==> config.mk <==
export PLATFORM = sky130hd
export DESIGN_NAME = key_event_scheduler
export DESIGN_NICKNAME = d
export VERILOG_FILES = /design/src/rtl/key_event_scheduler.sv
export SDC_FILE = /design/constraint.sdc
export NUM_CORES = 1
export LEC_CHECK = 0
export BUFFER_PORTS_ARGS = -buffer_cell sky130_fd_sc_hd__buf_2
export CORE_AREA = 2 2 142 109
export CTS_CLUSTER_DIAMETER = 30
export CTS_CLUSTER_SIZE = 24
export DETAILED_ROUTE_END_ITERATION = 10
export DIE_AREA = 0 0 144 111
export GPL_TIMING_DRIVEN = 1
export MAX_ROUTING_LAYER = met4
export PLACE_DENSITY_LB_ADDON = 0.2
export SLEW_MARGIN = 20
export SYNTH_ARGS = -nofsm -noshare
export SYNTH_HDL_FRONTEND = slang
export SYNTH_SLANG_ARGS = --single-unit
==> constraint.sdc <==
create_clock -name CLK -period 3.53 [get_ports CLK]
set_input_delay 0.1765 -clock CLK [delete_from_list [all_inputs] [get_ports CLK]]
set_output_delay 0.1765 -clock CLK [all_outputs]
set_load 0.01 [all_outputs]
==> src/rtl/key_event_scheduler.sv <==
// Turns debounced front-panel button levels into an ordered stream of press and
// auto-repeat key events, arbitrated round-robin and queued for a valid/ready consumer.
module key_event_scheduler #(
    parameter int N_BTN         = 4,
    parameter int HOLD_CYCLES   = 50_000_000,
    parameter int REPEAT_CYCLES = 10_000_000,
    parameter int FIFO_DEPTH    = 4
) (
    input  logic                     CLK,
    input  logic                     nRST,
    input  logic [N_BTN-1:0]         BTN,
    output logic                     EV_VALID,
    input  logic                     EV_READY,
    output logic [$clog2(N_BTN)-1:0] EV_CODE,
    output logic                     EV_REPEAT,
    output logic                     DROP
);
    localparam int CODE_W  = $clog2(N_BTN);
    localparam int MAX_CYC = (HOLD_CYCLES > REPEAT_CYCLES) ? HOLD_CYCLES : REPEAT_CYCLES;
    localparam int CNT_W   = $clog2(MAX_CYC);
    localparam int AW      = $clog2(FIFO_DEPTH);

    localparam logic [CNT_W-1:0]  HOLD_LAST = CNT_W'(HOLD_CYCLES - 1);
    localparam logic [CNT_W-1:0]  REP_LAST  = CNT_W'(REPEAT_CYCLES - 1);
    localparam logic [CNT_W-1:0]  CNT_ONE   = CNT_W'(1);
    localparam logic [AW:0]       FULL_CNT  = (AW+1)'(FIFO_DEPTH);
    localparam logic [AW:0]       COUNT_ONE = (AW+1)'(1);
    localparam logic [AW-1:0]     PTR_ONE   = AW'(1);

    typedef enum logic [1:0] {S_IDLE, S_HELD, S_REPEAT} state_t;

    state_t             r_state     [N_BTN];
    state_t             w_state_nxt [N_BTN];
    logic [CNT_W-1:0]   r_cnt       [N_BTN];
    logic [CNT_W-1:0]   w_cnt_nxt   [N_BTN];
    logic [N_BTN-1:0]   r_btn_prev;
    logic [N_BTN-1:0]   r_flag;
    logic [N_BTN-1:0]   r_rep;
    logic [N_BTN-1:0]   w_raise;
    logic [N_BTN-1:0]   w_raise_rep;
    logic [N_BTN-1:0]   w_grant;
    logic [N_BTN-1:0]   w_accept;
    logic [CODE_W-1:0]  r_last;
    logic [CODE_W-1:0]  w_grant_idx;
    logic               w_grant_any;
    logic               r_drop;

    logic [CODE_W:0]    r_mem [FIFO_DEPTH];
    logic [AW-1:0]      r_wr_ptr;
    logic [AW-1:0]      r_rd_ptr;
    logic [AW:0]        r_count;
    logic               w_pop;
    logic               w_fifo_ok;
    logic [CODE_W:0]    w_head;

    always_comb begin
        for (int i = 0; i < N_BTN; i++) begin
            w_state_nxt[i] = r_state[i];
            w_cnt_nxt[i]   = r_cnt[i];
            w_raise[i]     = 1'b0;
            w_raise_rep[i] = 1'b0;
            case (r_state[i])
                S_IDLE: begin
                    if (BTN[i] && !r_btn_prev[i]) begin
                        w_raise[i]     = 1'b1;
                        w_cnt_nxt[i]   = '0;
                        w_state_nxt[i] = S_HELD;
                    end
                end
                S_HELD: begin
                    if (!BTN[i]) begin
                        w_state_nxt[i] = S_IDLE;
                    end else if (r_cnt[i] == HOLD_LAST) begin
                        w_raise[i]     = 1'b1;
                        w_raise_rep[i] = 1'b1;
                        w_cnt_nxt[i]   = '0;
                        w_state_nxt[i] = S_REPEAT;
                    end else begin
                        w_cnt_nxt[i] = r_cnt[i] + CNT_ONE;
                    end
                end
                S_REPEAT: begin
                    if (!BTN[i]) begin
                        w_state_nxt[i] = S_IDLE;
                    end else if (r_cnt[i] == REP_LAST) begin
                        w_raise[i]     = 1'b1;
                        w_raise_rep[i] = 1'b1;
                        w_cnt_nxt[i]   = '0;
                    end else begin
                        w_cnt_nxt[i] = r_cnt[i] + CNT_ONE;
                    end
                end
                default: w_state_nxt[i] = S_IDLE;
            endcase
        end
    end

    always_ff @(posedge CLK or negedge nRST) begin
        if (!nRST) begin
            for (int i = 0; i < N_BTN; i++) begin
                r_state[i] <= S_IDLE;
                r_cnt[i]   <= '0;
            end
        end else begin
            for (int i = 0; i < N_BTN; i++) begin
                r_state[i] <= w_state_nxt[i];
                r_cnt[i]   <= w_cnt_nxt[i];
            end
        end
    end

    // Round-robin search starts one past the last granted button.
    assign w_pop     = (r_count != '0) && EV_READY;
    assign w_fifo_ok = (r_count < FULL_CNT) || w_pop;

    always_comb begin : arb
        int                idx;
        logic [CODE_W-1:0] cand;
        idx         = 0;
        cand        = '0;
        w_grant_any = 1'b0;
        w_grant_idx = '0;
        w_grant     = '0;
        for (int off = 1; off <= N_BTN; off++) begin
            idx  = (int'(r_last) + off) % N_BTN;
            cand = CODE_W'(idx);
            if (w_fifo_ok && !w_grant_any && r_flag[cand]) begin
                w_grant_any   = 1'b1;
                w_grant_idx   = cand;
                w_grant[cand] = 1'b1;
            end
        end
    end

    // A raise is lost only when the flag is still set and not being granted this cycle.
    assign w_accept = w_raise & ~(r_flag & ~w_grant);

    always_ff @(posedge CLK or negedge nRST) begin
        if (!nRST) begin
            r_btn_prev <= '1;
            r_flag     <= '0;
            r_rep      <= '0;
            r_drop     <= 1'b0;
            r_last     <= CODE_W'(N_BTN - 1);
        end else begin
            r_btn_prev <= BTN;
            r_flag     <= (r_flag & ~w_grant) | w_raise;
            r_rep      <= (r_rep & ~w_accept) | (w_raise_rep & w_accept);
            r_drop     <= |(w_raise & ~w_accept);
            if (w_grant_any) begin
                r_last <= w_grant_idx;
            end
        end
    end

    always_ff @(posedge CLK or negedge nRST) begin
        if (!nRST) begin
            r_wr_ptr <= '0;
            r_rd_ptr <= '0;
            r_count  <= '0;
        end else begin
            if (w_grant_any) begin
                r_wr_ptr <= r_wr_ptr + PTR_ONE;
            end
            if (w_pop) begin
                r_rd_ptr <= r_rd_ptr + PTR_ONE;
            end
            case ({w_grant_any, w_pop})
                2'b10:   r_count <= r_count + COUNT_ONE;
                2'b01:   r_count <= r_count - COUNT_ONE;
                default: r_count <= r_count;
            endcase
        end
    end

    always_ff @(posedge CLK) begin
        if (w_grant_any) begin
            r_mem[r_wr_ptr] <= {w_grant_idx, r_rep[w_grant_idx]};
        end
    end

    assign w_head    = r_mem[r_rd_ptr];
    assign EV_VALID  = (r_count != '0);
    assign EV_CODE   = EV_VALID ? w_head[CODE_W:1] : '0;
    assign EV_REPEAT = EV_VALID & w_head[0];
    assign DROP      = r_drop;

endmodule
Word-level counts from Yosys, hierarchy flattened --
Memory sizes are Yosys's and may differ from the RTL's. Cells that the tools add are included.
Word-level totals: bits of input ports 7, bits in registers 134, word-level logic and storage cells 240, memories kept 1, output and inout bits 5, RAM bits 12
Operators by class: bitwise logic cells 14, add/sub/neg operators 12, reduce and logical (&&, ||, !) cells 43, multiplexer cells 106, order comparisons 10, equality and inequality tests 38
Memory list:
- r_mem | depth 4, width 3, read ports 1, clocked after memory_dff 0, write ports 1, RTL line 48 | logic [CODE_W:0] r_mem [FIFO_DEPTH];
Operators by type and width (count):
- two-way mux 26 bit | 20
- case mux 26 bit (3 select lines) | 4
- adder 26 x 1 -> 26 bit, second input constant | 4
- == test 26 x 24 -> 1 bit, second input constant | 4
- == test 26 bit, second input constant | 4
- two-way mux 2 bit | 21
- two-way mux 1 bit | 35
- inequality test 2 bit, second input constant | 16
- case mux 2 bit (3 select lines) | 4
- AND 4 bit | 5
- OR 4 bit | 5
- logical AND 1 bit | 16
- two-way mux 4 bit | 4
- AND reduction 4 bit | 4
- less-than comparator 2 x 3 -> 1 bit, second input constant | 5
- nonzero test 3 bit | 5
- inequality test 3 bit, second input constant | 4
- inverter 4 bit | 3
- case mux 1 bit (3 select lines) | 4
- AND reduction 3 bit | 4
- binary-select mux 1 bit (select 2 bit) | 5
- == test 2 x 1 -> 1 bit, second input constant | 5
- == test 2 bit, second input constant | 5
- adder 2 x 1 -> 2 bit, second input constant | 4
- other kinds (14) | 33

Depth between registers and ports, before layout --
Gate-level depths: netlist of the first run.
word-level depth 24, gate-level depth with buffers 14, depth with buffers taken out 13

Worst setup path after synthesis of the first run --
Ideal clock, no wire load.
kind register to register, from reg r_last[1], to reg r_count[2], clock period less this slack 3.420 ns, data required time 3.451 ns, buffers on the path 1, slack 0.110 ns, setup time 0.079 ns, stages on the path, launching flop included 15, arrival 3.340 ns, cell sequence dfstp_2 clkbuf_1 inv_1 ha_1 mux4_1 or3_4 nor2_1 nor2_1 inv_1 ha_1 inv_1 fa_1 xor2_1 nor2_1 xor2_1
Between the ends: cells in the longest elaborated chain, start to end 19, elaborated cells on any way between the ends 30, those cells by class add/sub: 4; eq/ne: 2; mux: 13; reduce/logical: 11
RTL lines:
- start, declared | RTL line 43 | logic [CODE_W-1:0] r_last;
- start signal, assigned | RTL line 144 | r_last <= CODE_W'(N_BTN - 1);
- start signal, assigned | RTL line 151 | r_last <= w_grant_idx;
- adder 2 x 1 -> 2 bit | RTL line 125 | idx = (int'(r_last) + off) % N_BTN;
- binary-select mux 1 bit (select 2 bit) | RTL line 127 | if (w_fifo_ok && !w_grant_any && r_flag[cand]) begin
- two-way mux 1 bit (not written as such) | RTL line 127
- logical AND 1 bit | RTL line 127
- two-way mux 1 bit | RTL line 127
- zero test 1 bit | RTL line 127
- logical AND 1 bit (2 in a row) | RTL line 127
- two-way mux 1 bit | RTL line 127
- zero test 1 bit | RTL line 127
- logical AND 1 bit (2 in a row) | RTL line 127
- two-way mux 1 bit | RTL line 127
- zero test 1 bit | RTL line 127
- logical AND 1 bit (2 in a row) | RTL line 127
- two-way mux 1 bit (*) | RTL line 127
- == test 2 x 1 -> 1 bit / == test 2 bit (equally long branches) | RTL line 168 | case ({w_grant_any, w_pop})
- case mux 3 bit (2 select lines) / nonzero test 2 bit (equally long branches)
- end signal, assigned | RTL line 169 | 2'b10: r_count <= r_count + COUNT_ONE;
- end signal, assigned | RTL line 170 | 2'b01: r_count <= r_count - COUNT_ONE;
- end signal, assigned | RTL line 171 | default: r_count <= r_count;
- end, declared | RTL line 51 | logic [AW:0] r_count;
Every way passes the cells marked *; elsewhere a longest branch is shown, timed or not. The select of a mux whose other input is x is not followed. A chain may end at the register's enable or synchronous reset.

Worst setup path after layout of the first run --
from reg r_last[0], to reg r_count[2]
Same word-level chain as after synthesis.

==> results of run 1 <==
[through the flow]
stage	setup WS, ps	util (%)
after global placement	229	58.6
after detailed placement	118	58.6
after global routing	4.74	63.6
after floorplan	110	-
after CTS	109	63.5
final	250	63.6
[worst max-delay path, stage by stage (launching register included)]
cell     delay, ps
dfstp_2        580
inv_1          110
ha_2           410
mux4_2         360
or3_4          410
nor2_1         100
nor2_1         110
inv_1          110
ha_1           180
inv_1           60
fa_1           370
xor2_1         150
nor2_1         110
xor2_1         150
[layer usage]
layer | up-vias | part of all wire (%) | wire length (um) | track usage, %
li1 | 3098 | - | - | -
met1 | 3167 | 49 | 8660 | 35.1
met2 | 142 | 46 | 8140 | 36.0
met3 | 23 | 4.1 | 737 | 4.58
met4 | 0 | 1.5 | 261 | 8.30
met5 | - | 0 | 0 | -
[state kept, by name (all words and copies together) (netlist names), named ones only]
name        cells
r_btn_prev      4
r_rd_ptr        2
r_count         3
r_mem          12
r_wr_ptr        2
r_last          2
r_flag          4
r_state         8
DROP            1
r_cnt         104
[placed cells by master, fill, tap and decap left out, types with 6 or more instances in the layout]
cell       netlist  layout
mux4_2           5       6
nand4_1         29      29
nor3b_1          7       7
mux2_2           7       7
o21ai_0         34      34
xnor2_1         35      35
nor4_1          12      12
nand3_1         40      40
nor4bb_1        10      10
dfstp_2          6       6
nor3_1          18      18
buf_4            0      10
and3_1          17      17
nor2b_1         10      10
a221o_1          8       8
xor2_1          45      45
a22o_1           8       8
buf_2            4      10
edfxtp_1        12      12
nand2_1         74      74
or3_1            8       8
clkbuf_16        0      18
ha_1            33      32
and4_1           8       8
inv_1           37      37
and2_1          16      16
nand2b_1        10      10
nor2_1         108     108
a21oi_1         21      21
dfrtp_1        128     128
[how the worst min path moves through the flow]
stage,depth (start not counted),endpoint,startpoint
detailed placement,1,r_cnt[30]$_DFFE_PN0P_,nRST
floorplan,0,DROP$_DFF_PN0_,nRST
finish,3,r_rd_ptr[0]$_DFFE_PN0P_,EV_READY
global route,3,r_rd_ptr[0]$_DFFE_PN0P_,EV_READY
global placement,1,r_cnt[30]$_DFFE_PN0P_,nRST
CTS,3,r_rd_ptr[0]$_DFFE_PN0P_,EV_READY
[kinds of logic (layout without fill, tap and decap cells)]
kind of cell    Yosys count  after routing  synth area share [%]
compound gates          119            119                  9.73
xor+xnor                 80             80                  8.38
fa+ha+maj                34             34                  5.18
buf+inv                  52             95                  2.48
flops                   146            146                  44.5
mux                      23             23                  4.25
simple gates            398            398                  25.5
[area by class of cell]
type | count | area (um2) | share of cell area (%)
clock inverters | 8 | 171 | 1.82
repair buffers | 26 | 186 | 1.98
flip-flops and latches | 146 | 3720 | 39.6
clock buffers | 24 | 503 | 5.35
well taps | 205 | 256 | 2.73
multi-input cells | 654 | 4430 | 47.1
inverters | 37 | 139 | 1.48
[power by group through the flow]
stage	registers [mW]	logic, mW	clock network (mW)
finish	2.19	2.03	2.04
CTS	2.20	2.00	2.07
global placement	2.21	1.91	0
floorplan	2.15	1.55	0
global route	2.22	2.27	2.15
detailed placement	2.23	1.98	0
[repair_timing]
action | CTS | global route
endpoints found under the hold margin | 91 | 0
resized for setup | 0 | 2
hold buffers | 5 | 0
buffers inserted | 0 | 2
endpoints found under the setup margin | 0 | 2
==> results by group, run 1 <==
Route
  – Drc violations: 0
  – Vias: 6430
  – First DRT Iteration DRCs: 425
  – Final WL: 17800 um
  – Drt pass-1 iters: 5
  – Antenna violation net count after detailed routing: 0
  – Wire per inst: 16.2 um
  – Vias per inst: 5.85

Timing
  – Setup tns final: 0 ps
  – Final Hold Fails: 0
  – Worst-Margin Slew: 901 ps
  – Max Slew Vio Count: 0
  – Min Hold Slack: 188 ps
  – Final Cycle Share: 92.9%
  – Count of final setup violators: 0
  – Worst Clk Skew: 9.75 ps
  – Fmax: 305 MHz
  – RSZ-0062 raised after global routing: false
  – Min cycle time layout: 3280 ps
  – Relative slew slack: 39.9%

Floorplan
  – Die area: 16000 um2
  – Starting density of the core: 56.5%
  – Core ar.: 14800 um2
  – Die width: 144 um
  – I/O pins: 12
  – # rows: 39
  – Height of the die: 111 um

Synth
  – Cell count after synthesis: 852
  – YS warnings: 0
  – Ys async rst share: 91.8%
  – #FFs+latches synth: 146
  – Post-synth cell types: 79
  – Seq/Total Area, Yosys: 44.5%
  – Commonest cells in the netlist: dfrtp_1, nor2_1, nand2_1
  – Mean post-synth cell area: 9.81 um2
  – Ys flop type: dfrtp_1
  – EDFF count, synth: 12
  – Top cells by area, synth: dfrtp_1, ha_1, nor2_1
  – Post-synth top area cell: dfrtp_1
  – Count leader, synth: dfrtp_1
  – Mapped Area: 8360 um2
  – Share of the synthesized area in the top cell type: 38.3%
  – Syn nets: 893

Worst setup path
  – Critical Path RT: 3880 ps
  – Critical Path Sink Type: register
  – Worst R2R Setup Slack: 250 ps
  – Reg2reg path depth: 13
  – Arrival time worst endpoint: 3630 ps
  – Crit path to: r_count[2]$_DFFE_PN0P_
  – Critical R2R Launch: r_last[0]$_DFFE_PN1P_
  – Setup CP Type: register to register
  – Startpoint class of the critical path: register
  – Crit path max fanout: 8
  – RR Endpoint: r_count[2]$_DFFE_PN0P_
  – Worst setup startpoint: r_last[0]$_DFFE_PN1P_

Final layout
  – Fill count: 1234
  – Final net count: 923
  – Post-Layout Inst Area: 9410 um2
  – Layout cell share with drive strength beyond 1: 10.2%
  – Non-Filler Instances: 1100
  – Diode count: 0
  – Area grow syn2layout: 12.5%

Placement
  – Post-DP HPWL: 12300 um
  – Global placer's final weighted congestion: 0.899
  – PortBufs: 11
  – Dpl cell area: 8670 um2
  – Placed cells: 1061

Power and ir drop
  – Power consumption: 6.26 mW
  – LEAKAGE: 3.99 nW
  – Internal power: 4.20 mW
  – Sw Share: 33.0%
  – Flop pwr share: 35.0%
  – Psw: 2.06 mW
  – Power per cell area: 665 nW/um2
  – Worst vdd ir: 0.427 mV
  – Clock power share: 32.6%
  – Comb pwr share: 32.4%

Global route
  – Vias in the first global route: 6333
  – GRT overflow: 0
  – First-pass GRT wire length: 30900 um
  – Largest net degree at the start of global routing: 94
  – Initial antenna violation count: 0
  – Total global-route track usage: 24.7%

Clock network
  – TritonCTS clock tree: yes
  – H-Tree Depth: 4
  – Buffer depth of the longest clock path: 2
  – Clock sinks: 146
  – Clk_lat worst skew: 430 ps
  – CTS Buf Count: 17
  – Worst-path clk slew: 50 ps
  – Root Driver: clkbuf_16

Outcome
  – Status: finished, final reports clean

Flow run
  – Max cap viols: 0

Worst hold path
  – Hold/Removal Path Class: primary input to register
(Power assumes the default switching activity.)
==> run 2, diff against run 1 <==
--- a/config.mk
+++ b/config.mk
@@ -5,12 +5,13 @@
 export SDC_FILE = /design/constraint.sdc
 export NUM_CORES = 1
 export LEC_CHECK = 0
+export ABC_AREA = 1
 export BUFFER_PORTS_ARGS = -buffer_cell sky130_fd_sc_hd__buf_2
-export CORE_AREA = 2 2 142 109
+export CORE_AREA = 2 2 155 119
 export CTS_CLUSTER_DIAMETER = 30
 export CTS_CLUSTER_SIZE = 24
 export DETAILED_ROUTE_END_ITERATION = 10
-export DIE_AREA = 0 0 144 111
+export DIE_AREA = 0 0 157 121
 export GPL_TIMING_DRIVEN = 1
 export MAX_ROUTING_LAYER = met4
 export PLACE_DENSITY_LB_ADDON = 0.2
==> run 2 against run 1 <==
- die area increased by 19%
- final cell count increased by 55%
- critical endpoint unchanged
- combinational power is 49% higher
- non-clock buffer count decreased by 5
==> results by group, run 2 <==
Route
  – Drt pass-1 iters: 6 (+1)
  – Drc violations: 0 (unchanged)
  – Vias: 9207 (+43%)
  – First DRT Iteration DRCs: 999 (+140%)
  – Final WL: 24300 um (+36%)
  – Wire per inst: 14.2 um (-12%)
  – Vias per inst: 5.40 (-7.6%)
  – Antenna violation net count after detailed routing: 0 (unchanged)

Clock network
  – TritonCTS clock tree: yes
  – CTS Hold Bufs: 5 (unchanged)
  – Buffer depth of the longest clock path: 2 (unchanged)
  – Worst-path clk slew: 60 ps (about the same)
  – # Post-CTS Setup Buffers: 0 (unchanged)
  – Root Driver: clkbuf_16
  – H-Tree Depth: 4 (unchanged)
  – Clk_lat worst skew: 420 ps (about the same)
  – PostCTS Resize Cnt: 0 (unchanged)
  – CTS Buf Count: 17 (unchanged)
  – Clock sinks: 146 (unchanged)

Final layout
  – Post-Layout Inst Area: 10900 um2 (+16%)
  – Layout cell share with drive strength beyond 1: 7.73% (-2.4 points)
  – Final net count: 1490 (+61%)
  – Commonest non-fill, non-tap cell in the layout: nand2_1
  – Diode count: 0 (unchanged)
  – Fill count: 1578 (+28%)
  – Commonest non-fill, non-tap cells in the layout: nand2_1, nor2_1, inv_1, dfrtp_1, nand3_1
  – Finished Core Util: 62.8% (-0.78 points)
  – Reg with most FFs: r_cnt
  – Area grow syn2layout: 9.64%
  – Largest regs: r_cnt: 104 flops, r_mem: 12 flops, r_state: 8 flops
  – Max reg flops: 104 (unchanged)

Floorplan
  – Height of the die: 121 um (+9.0%)
  – I/O pins: 12 (unchanged)
  – Die width: 157 um (+9.0%)
  – Die area: 19000 um2 (+19%)
  – Starting density of the core: 57.3% (+0.78 points)
  – Core ar.: 17400 um2 (+18%)
  – # rows: 42 (+7.7%)

Timing
  – Count of final setup violators: 0 (unchanged)
  – Relative slew slack: 38.7% (-1.2 points)
  – Fmax: 310 MHz (+1.7%)
  – Min cycle time layout: 3220 ps (-55.9 ps)
  – RSZ-0062 raised after global routing: false
  – Worst-Margin Slew: 919 ps (+18.3 ps)
  – Final Hold Fails: 0 (unchanged)
  – Worst Clk Skew: 7.14 ps (-2.61 ps)
  – Setup tns final: 0 ps (unchanged)
  – Min Hold Slack: 172 ps (-15.5 ps)
  – Final Cycle Share: 91.3% (-1.6 points)
  – Max Slew Vio Count: 0 (unchanged)

Synth
  – Share of the synthesized area in the top cell type: 32.1% (-6.2 points)
  – Ys async rst share: 91.8% (unchanged)
  – EDFF count, synth: 12 (unchanged)
  – Cell count after synthesis: 1426 (+67%)
  – Top cells by area, synth: dfrtp_1, nand2_1, nor2_1
  – Mapped Area: 9970 um2 (+19%)
  – #FFs+latches synth: 146 (unchanged)
  – Post-synth top area cell: dfrtp_1
  – Commonest cells in the netlist: nand2_1, nor2_1, inv_1
  – Syn nets: 1467 (+64%)
  – Seq/Total Area, Yosys: 37.3% (-7.2 points)
  – YS warnings: 0 (unchanged)
  – Mean post-synth cell area: 6.99 um2 (-29%)
  – Post-synth cell types: 53 (-33%)
  – Ys flop type: dfrtp_1
  – Count leader, synth: nand2_1

Flow run
  – Max cap viols: 0 (unchanged)

Worst setup path
  – Kind of cell adding the most delay to the critical path: adder cells
  – Critical Path RT: 3840 ps (-40 ps)
  – Critical Path Sink Type: register
  – Startpoint class of the critical path: register
  – Largest stage delay, worst path: 610 ps (+30 ps)
  – Crit path top cell by count: inv_1
  – Setup CP Type: register to register
  – CP Buf/Inv Count: 4 (+1)
  – Crit path max fanout: 9 (+1)
  – Crit path cell chain: inv_1, ha_1, inv_1, nand3_2, nand2_4, nor2_2, nor3_2, nand2_4, inv_2, ha_1, inv_1, fa_1, a21oi_1, o21ai_0, xnor2_1
  – Crit-path slowest cell: dfstp_2
  – Arrival time worst endpoint: 3530 ps (-100 ps)

Global route
  – Initial antenna violation count: 0 (unchanged)
  – Vias in the first global route: 8513 (+34%)
  – Largest net degree at the start of global routing: 102 (+8.5%)
  – GRT overflow: 0 (unchanged)
  – Total global-route track usage: 28.2% (+3.5 points)
  – First-pass GRT wire length: 41700 um (+35%)

Worst hold path
  – Hold/Removal Path Class: primary input to register

Power and ir drop
  – Sw Share: 42.9% (+9.9 points)
  – Clock power share: 26.4% (-6.2 points)
  – Internal power: 4.10 mW (-2.2%)
  – Flop pwr share: 31.6% (-3.4 points)
  – LEAKAGE: 4.95 nW (+24%)
  – Power consumption: 7.18 mW (+15%)
  – Power per cell area: 657 nW/um2 (-1.2%)
  – Comb pwr share: 42.1% (+9.7 points)
  – Worst vdd ir: 0.412 mV (-3.5%)
  – Psw: 3.08 mW (+49%)

Placement
  – Post-DP HPWL: 17900 um (+45%)
  – Global placer's final weighted congestion: 1.01 (+13%)
  – PortBufs: 11 (unchanged)
  – Dpl cell area: 10300 um2 (+18%)

Outcome
  – Status: finished, final reports clean
[run 2: changes by cell type in the layout (fill, tap and decap cells not counted), sizes merged, moves of 12 or more]
cell / delta
and2: -15
and3: -14
inv: +172
mux2: -12
nand2: +275
nand3: +92
nand4: +20
nor2: +138
nor3: +47
o21ai: +27
xnor2: -30
[run 2: final timing paths]
path | startpoint | end | slack (ps) | depth (start not counted)
max | r_last[1]$_DFFE_PN1P_ | r_count[2]$_DFFE_PN0P_ | 310 | 15
min | EV_READY | r_rd_ptr[0]$_DFFE_PN0P_ | 170 | 4
max reg2reg | r_last[1]$_DFFE_PN1P_ | r_count[2]$_DFFE_PN0P_ | 310 | 15
min reg2reg | register | register | 480 | 2
max in group asynchronous | nRST | r_btn_prev[2]$_DFF_PN1_ | 2210 | 3
min in group asynchronous | nRST | r_cnt[88]$_DFFE_PN0P_ | 430 | 2
[run 2: cell families after synthesis]
logic type	after synthesis	synth area share (%)
DFF	146	37.3
adders and majority gates	34	4.34
muxes	1	0.100
AOI/OAI and AO/OA	110	6.17
and+or+nand+nor	863	39.1
buffers and inverters	226	8.95
xor gates and xnor gates	46	4.04
[run 2: power groups by stage]
stage	logic [mW]	clock network [mW]	registers [mW]
3_3_place_gp	2.95	0	2.29
5_1_grt	3.45	1.99	2.30
6_report	3.02	1.89	2.27
4_1_cts	3.03	1.92	2.27
2_1_floorplan	2.37	0	2.22
3_5_place_dp	2.99	0	2.29
[run 2: layer usage]
metal,GRT usage [%],vias up,share of wire [%]
li1,-,4614,-
met1,43.4,4223,51
met2,37.9,334,39
met3,5.54,36,7.8
met4,6.71,0,1.5
met5,-,-,0
[run 2: worst reg2reg max path, delay by kind of cell, from the launching register on]
kind | cells | cell delay, ps
fa+ha+maj | 3 | 910
simple gates | 5 | 700
flops | 1 | 610
buf+inv | 4 | 490
compound gates | 2 | 260
xor+xnor | 1 | 130
[run 2: area by class of cell]
type                    instances  area, um2  share of cell area [%]
flip-flops and latches        146       3720                    34.0
inverters                     209        786                    7.19
multi-input cells            1054       5360                    49.0
repair buffers                 21        149                    1.36
clock inverters                11        155                    1.42
well taps                     242        303                    2.77
clock buffers                  21        460                    4.21
[run 2: through the flow]
stage / instances / setup slack (ps)
finish: 1704 / 306
detailed placement: 1667 / 349
global route: 1704 / 49.8
floorplan: 1426 / 622
CTS: 1704 / 329
global placement: 1667 / 418
==> run 3, diff against run 2 <==
--- a/config.mk
+++ b/config.mk
@@ -5,13 +5,12 @@
 export SDC_FILE = /design/constraint.sdc
 export NUM_CORES = 1
 export LEC_CHECK = 0
-export ABC_AREA = 1
-export BUFFER_PORTS_ARGS = -buffer_cell sky130_fd_sc_hd__buf_2
-export CORE_AREA = 2 2 155 119
+export BUFFER_PORTS_ARGS = -buffer_cell sky130_fd_sc_hd__clkbuf_2
+export CORE_AREA = 2 2 142 109
 export CTS_CLUSTER_DIAMETER = 30
 export CTS_CLUSTER_SIZE = 24
 export DETAILED_ROUTE_END_ITERATION = 10
-export DIE_AREA = 0 0 157 121
+export DIE_AREA = 0 0 144 111
 export GPL_TIMING_DRIVEN = 1
 export MAX_ROUTING_LAYER = met4
 export PLACE_DENSITY_LB_ADDON = 0.2
==> run 3 against run 2 <==
- flip-flop and latch count did not move
- sequential share of layout area rose by 5.6 points
- final cell count fell by 36%
- critical endpoint unchanged
==> results by group, run 3 (synthesis gave the netlist of run 1 again) <==
Timing
  – Min cycle time layout: 3270 ps (+46.9 ps)
  – Count of final setup violators: 0 (unchanged)
  – Worst-Margin Slew: 953 ps (+33.6 ps)
  – Worst Clk Skew: 6.27 ps (-0.871 ps)
  – Final Hold Fails: 0 (unchanged)
  – Final Cycle Share: 92.7% (+1.3 points)
  – Fmax: 306 MHz (-1.4%)
  – RSZ-0062 raised after global routing: false
  – Max Slew Vio Count: 0 (unchanged)
  – Relative slew slack: 36.5% (-2.2 points)
  – Setup tns final: 0 ps (unchanged)

Outcome
  – Status: finished, final reports clean

Placement
  – Global placer's final weighted congestion: 0.894 (-12%)
  – PortBufs: 11 (unchanged)
  – Placed cells: 1061 (-36%)
  – Post-DP HPWL: 12300 um (-31%)

Worst setup path
  – Critical Path Sink Type: register
  – Startpoint class of the critical path: register
  – Reg2reg path depth: 13 (-2)
  – RR Endpoint: r_count[2]$_DFFE_PN0P_
  – Crit-path slowest cell: dfstp_2
  – Critical Path RT: 3880 ps (+40 ps)
  – Largest stage delay, worst path: 520 ps (-90 ps)
  – Arrival time worst endpoint: 3620 ps (+90 ps)
  – Crit path max fanout: 8 (-1)
  – Worst R2R Setup Slack: 260 ps (-50 ps)
  – Setup CP Type: register to register
  – Crit path cell chain: inv_1, ha_1, mux4_1, or3_4, nor2_1, nor2_1, inv_1, ha_1, inv_1, fa_1, xor2_1, nor2_1, xor2_1
  – Critical R2R Launch: r_last[0]$_DFFE_PN1P_

Power and ir drop
  – Power per cell area: 666 nW/um2 (+1.4%)
  – LEAKAGE: 3.99 nW (-19%)
  – Worst vdd ir: 0.445 mV (+7.9%)
  – Power consumption: 6.26 mW (-13%)

Floorplan
  – Die area: 16000 um2 (-16%)
  – I/O pins: 12 (unchanged)
  – Height of the die: 111 um (-8.3%)
  – Starting density of the core: 56.5% (-0.78 points)
  – Core ar.: 14800 um2 (-15%)
  – # rows: 39 (-7.1%)
  – Die width: 144 um (-8.3%)

Route
  – Drt pass-1 iters: 5 (-1)
  – Vias: 6357 (-31%)
  – Drc violations: 0 (unchanged)
  – First DRT Iteration DRCs: 532 (-47%)
  – Vias per inst: 5.79 (+7.2%)
  – Wire per inst: 16.0 um (+12%)
  – Antenna violation net count after detailed routing: 0 (unchanged)
  – Final WL: 17600 um (-28%)

Final layout
  – Non-Filler Instances: 1097 (-36%)
  – Reg with most FFs: r_cnt
  – Area grow syn2layout: 12.4%
  – Final net count: 921 (-38%)
  – Finished Core Util: 63.5% (+0.70 points)
  – Max reg flops: 104 (unchanged)
  – Largest regs: r_cnt: 104 flops, r_mem: 12 flops, r_state: 8 flops
  – Fill count: 1241 (-21%)
  – Commonest non-fill, non-tap cells in the layout: dfrtp_1, nor2_1, nand2_1, xor2_1, nand3_1
  – Layout cell share with drive strength beyond 1: 9.75% (+2.0 points)
  – Commonest non-fill, non-tap cell in the layout: dfrtp_1
  – Diode count: 0 (unchanged)

Clock network
  – # Post-CTS Setup Buffers: 0 (unchanged)
  – PostCTS Resize Cnt: 0 (unchanged)
  – CTS Buf Count: 17 (unchanged)
  – Clock sinks: 146 (unchanged)
  – CTS Hold Bufs: 5 (unchanged)
  – Buffer depth of the longest clock path: 2 (unchanged)
  – Worst-path clk slew: 50 ps (about the same)
  – Clk_lat worst skew: 430 ps (about the same)
  – Root Driver: clkbuf_16
  – H-Tree Depth: 4 (unchanged)
  – TritonCTS clock tree: yes

Flow run
  – Max cap viols: 0 (unchanged)

Global route
  – First-pass GRT wire length: 29800 um (-29%)
  – Largest net degree at the start of global routing: 89 (-13%)
  – Vias in the first global route: 6109 (-28%)
  – GRT overflow: 0 (unchanged)
  – Total global-route track usage: 24.0% (-4.2 points)
  – Initial antenna violation count: 0 (unchanged)

Worst hold path
  – Hold depth: 3 (-1)
  – Worst Hold End: r_rd_ptr[0]$_DFFE_PN0P_
  – Hold Startpoint: EV_READY
  – Hold/Removal Path Class: primary input to register
## run 3: cell types whose count changed in the layout (fill, tap and decap cells not counted), sizes merged, moves of 11 or more
cell | previous run | this run
nand2 | 349 | 74
inv | 209 | 37
nor2 | 247 | 109
nand3 | 132 | 40
nor3 | 65 | 18
xnor2 | 5 | 35
o21ai | 67 | 40
nand4 | 49 | 29
and2 | 2 | 17
and3 | 3 | 17
mux2 | 0 | 12
clkbuf | 21 | 32
## run 3: report_power, final
group	switching (mW)	internal (mW)	total (mW)
clock	0.684	1.38	2.06
combinational	1.18	0.836	2.02
sequential	0.195	1.99	2.18
total	2.06	4.20	6.26
## run 3: worst max-delay path: cells and delay by family, from the launching register on
kind          cells  cell delay [ps]
mux               1              390
simple gates      4              740
xor+xnor          2              290
buf+inv           3              260
flops             1              520
fa+ha+maj         3              990
## run 3: how the worst max path moves through the flow
stage	to	from	slack, ps
floorplan	r_count[2]$_DFFE_PN0P_	r_last[1]$_DFFE_PN1P_	110
global placement	r_count[2]$_DFFE_PN0P_	r_last[0]$_DFFE_PN1P_	350
detailed placement	r_count[2]$_DFFE_PN0P_	r_last[0]$_DFFE_PN1P_	280
CTS	r_count[2]$_DFFE_PN0P_	r_last[0]$_DFFE_PN1P_	260
global route	r_count[2]$_DFFE_PN0P_	r_last[0]$_DFFE_PN1P_	40
finish	r_count[2]$_DFFE_PN0P_	r_last[0]$_DFFE_PN1P_	260
## run 3: layer usage
layer | GRT usage, % | up-vias | share of wire, %
li1 | - | 3087 | -
met1 | 34.5 | 3123 | 50
met2 | 34.2 | 131 | 45
met3 | 5.14 | 16 | 4.0
met4 | 7.39 | 0 | 1.1
met5 | - | - | 0
## run 3: cell type report
| class | instances | area [um2] | area share, % |
|---|---|---|---|
| clock inverter | 9 | 201 | 2.14 |
| timing repair buffer | 24 | 171 | 1.82 |
| sequential | 146 | 3720 | 39.6 |
| inverter | 37 | 139 | 1.48 |
| clock buffer | 22 | 474 | 5.05 |
| multi-input combinational | 654 | 4430 | 47.2 |
| tap | 205 | 256 | 2.73 |
## run 3: through the flow
step	cell area [um2]	hold slack (ps)	worst slack [ps]
final	9400	167	259
after global routing	9400	194	39.7
after CTS	9400	152	259
after detailed placement	8670	289	279
after global placement	8670	283	349
after floorplan	8360	-119	110
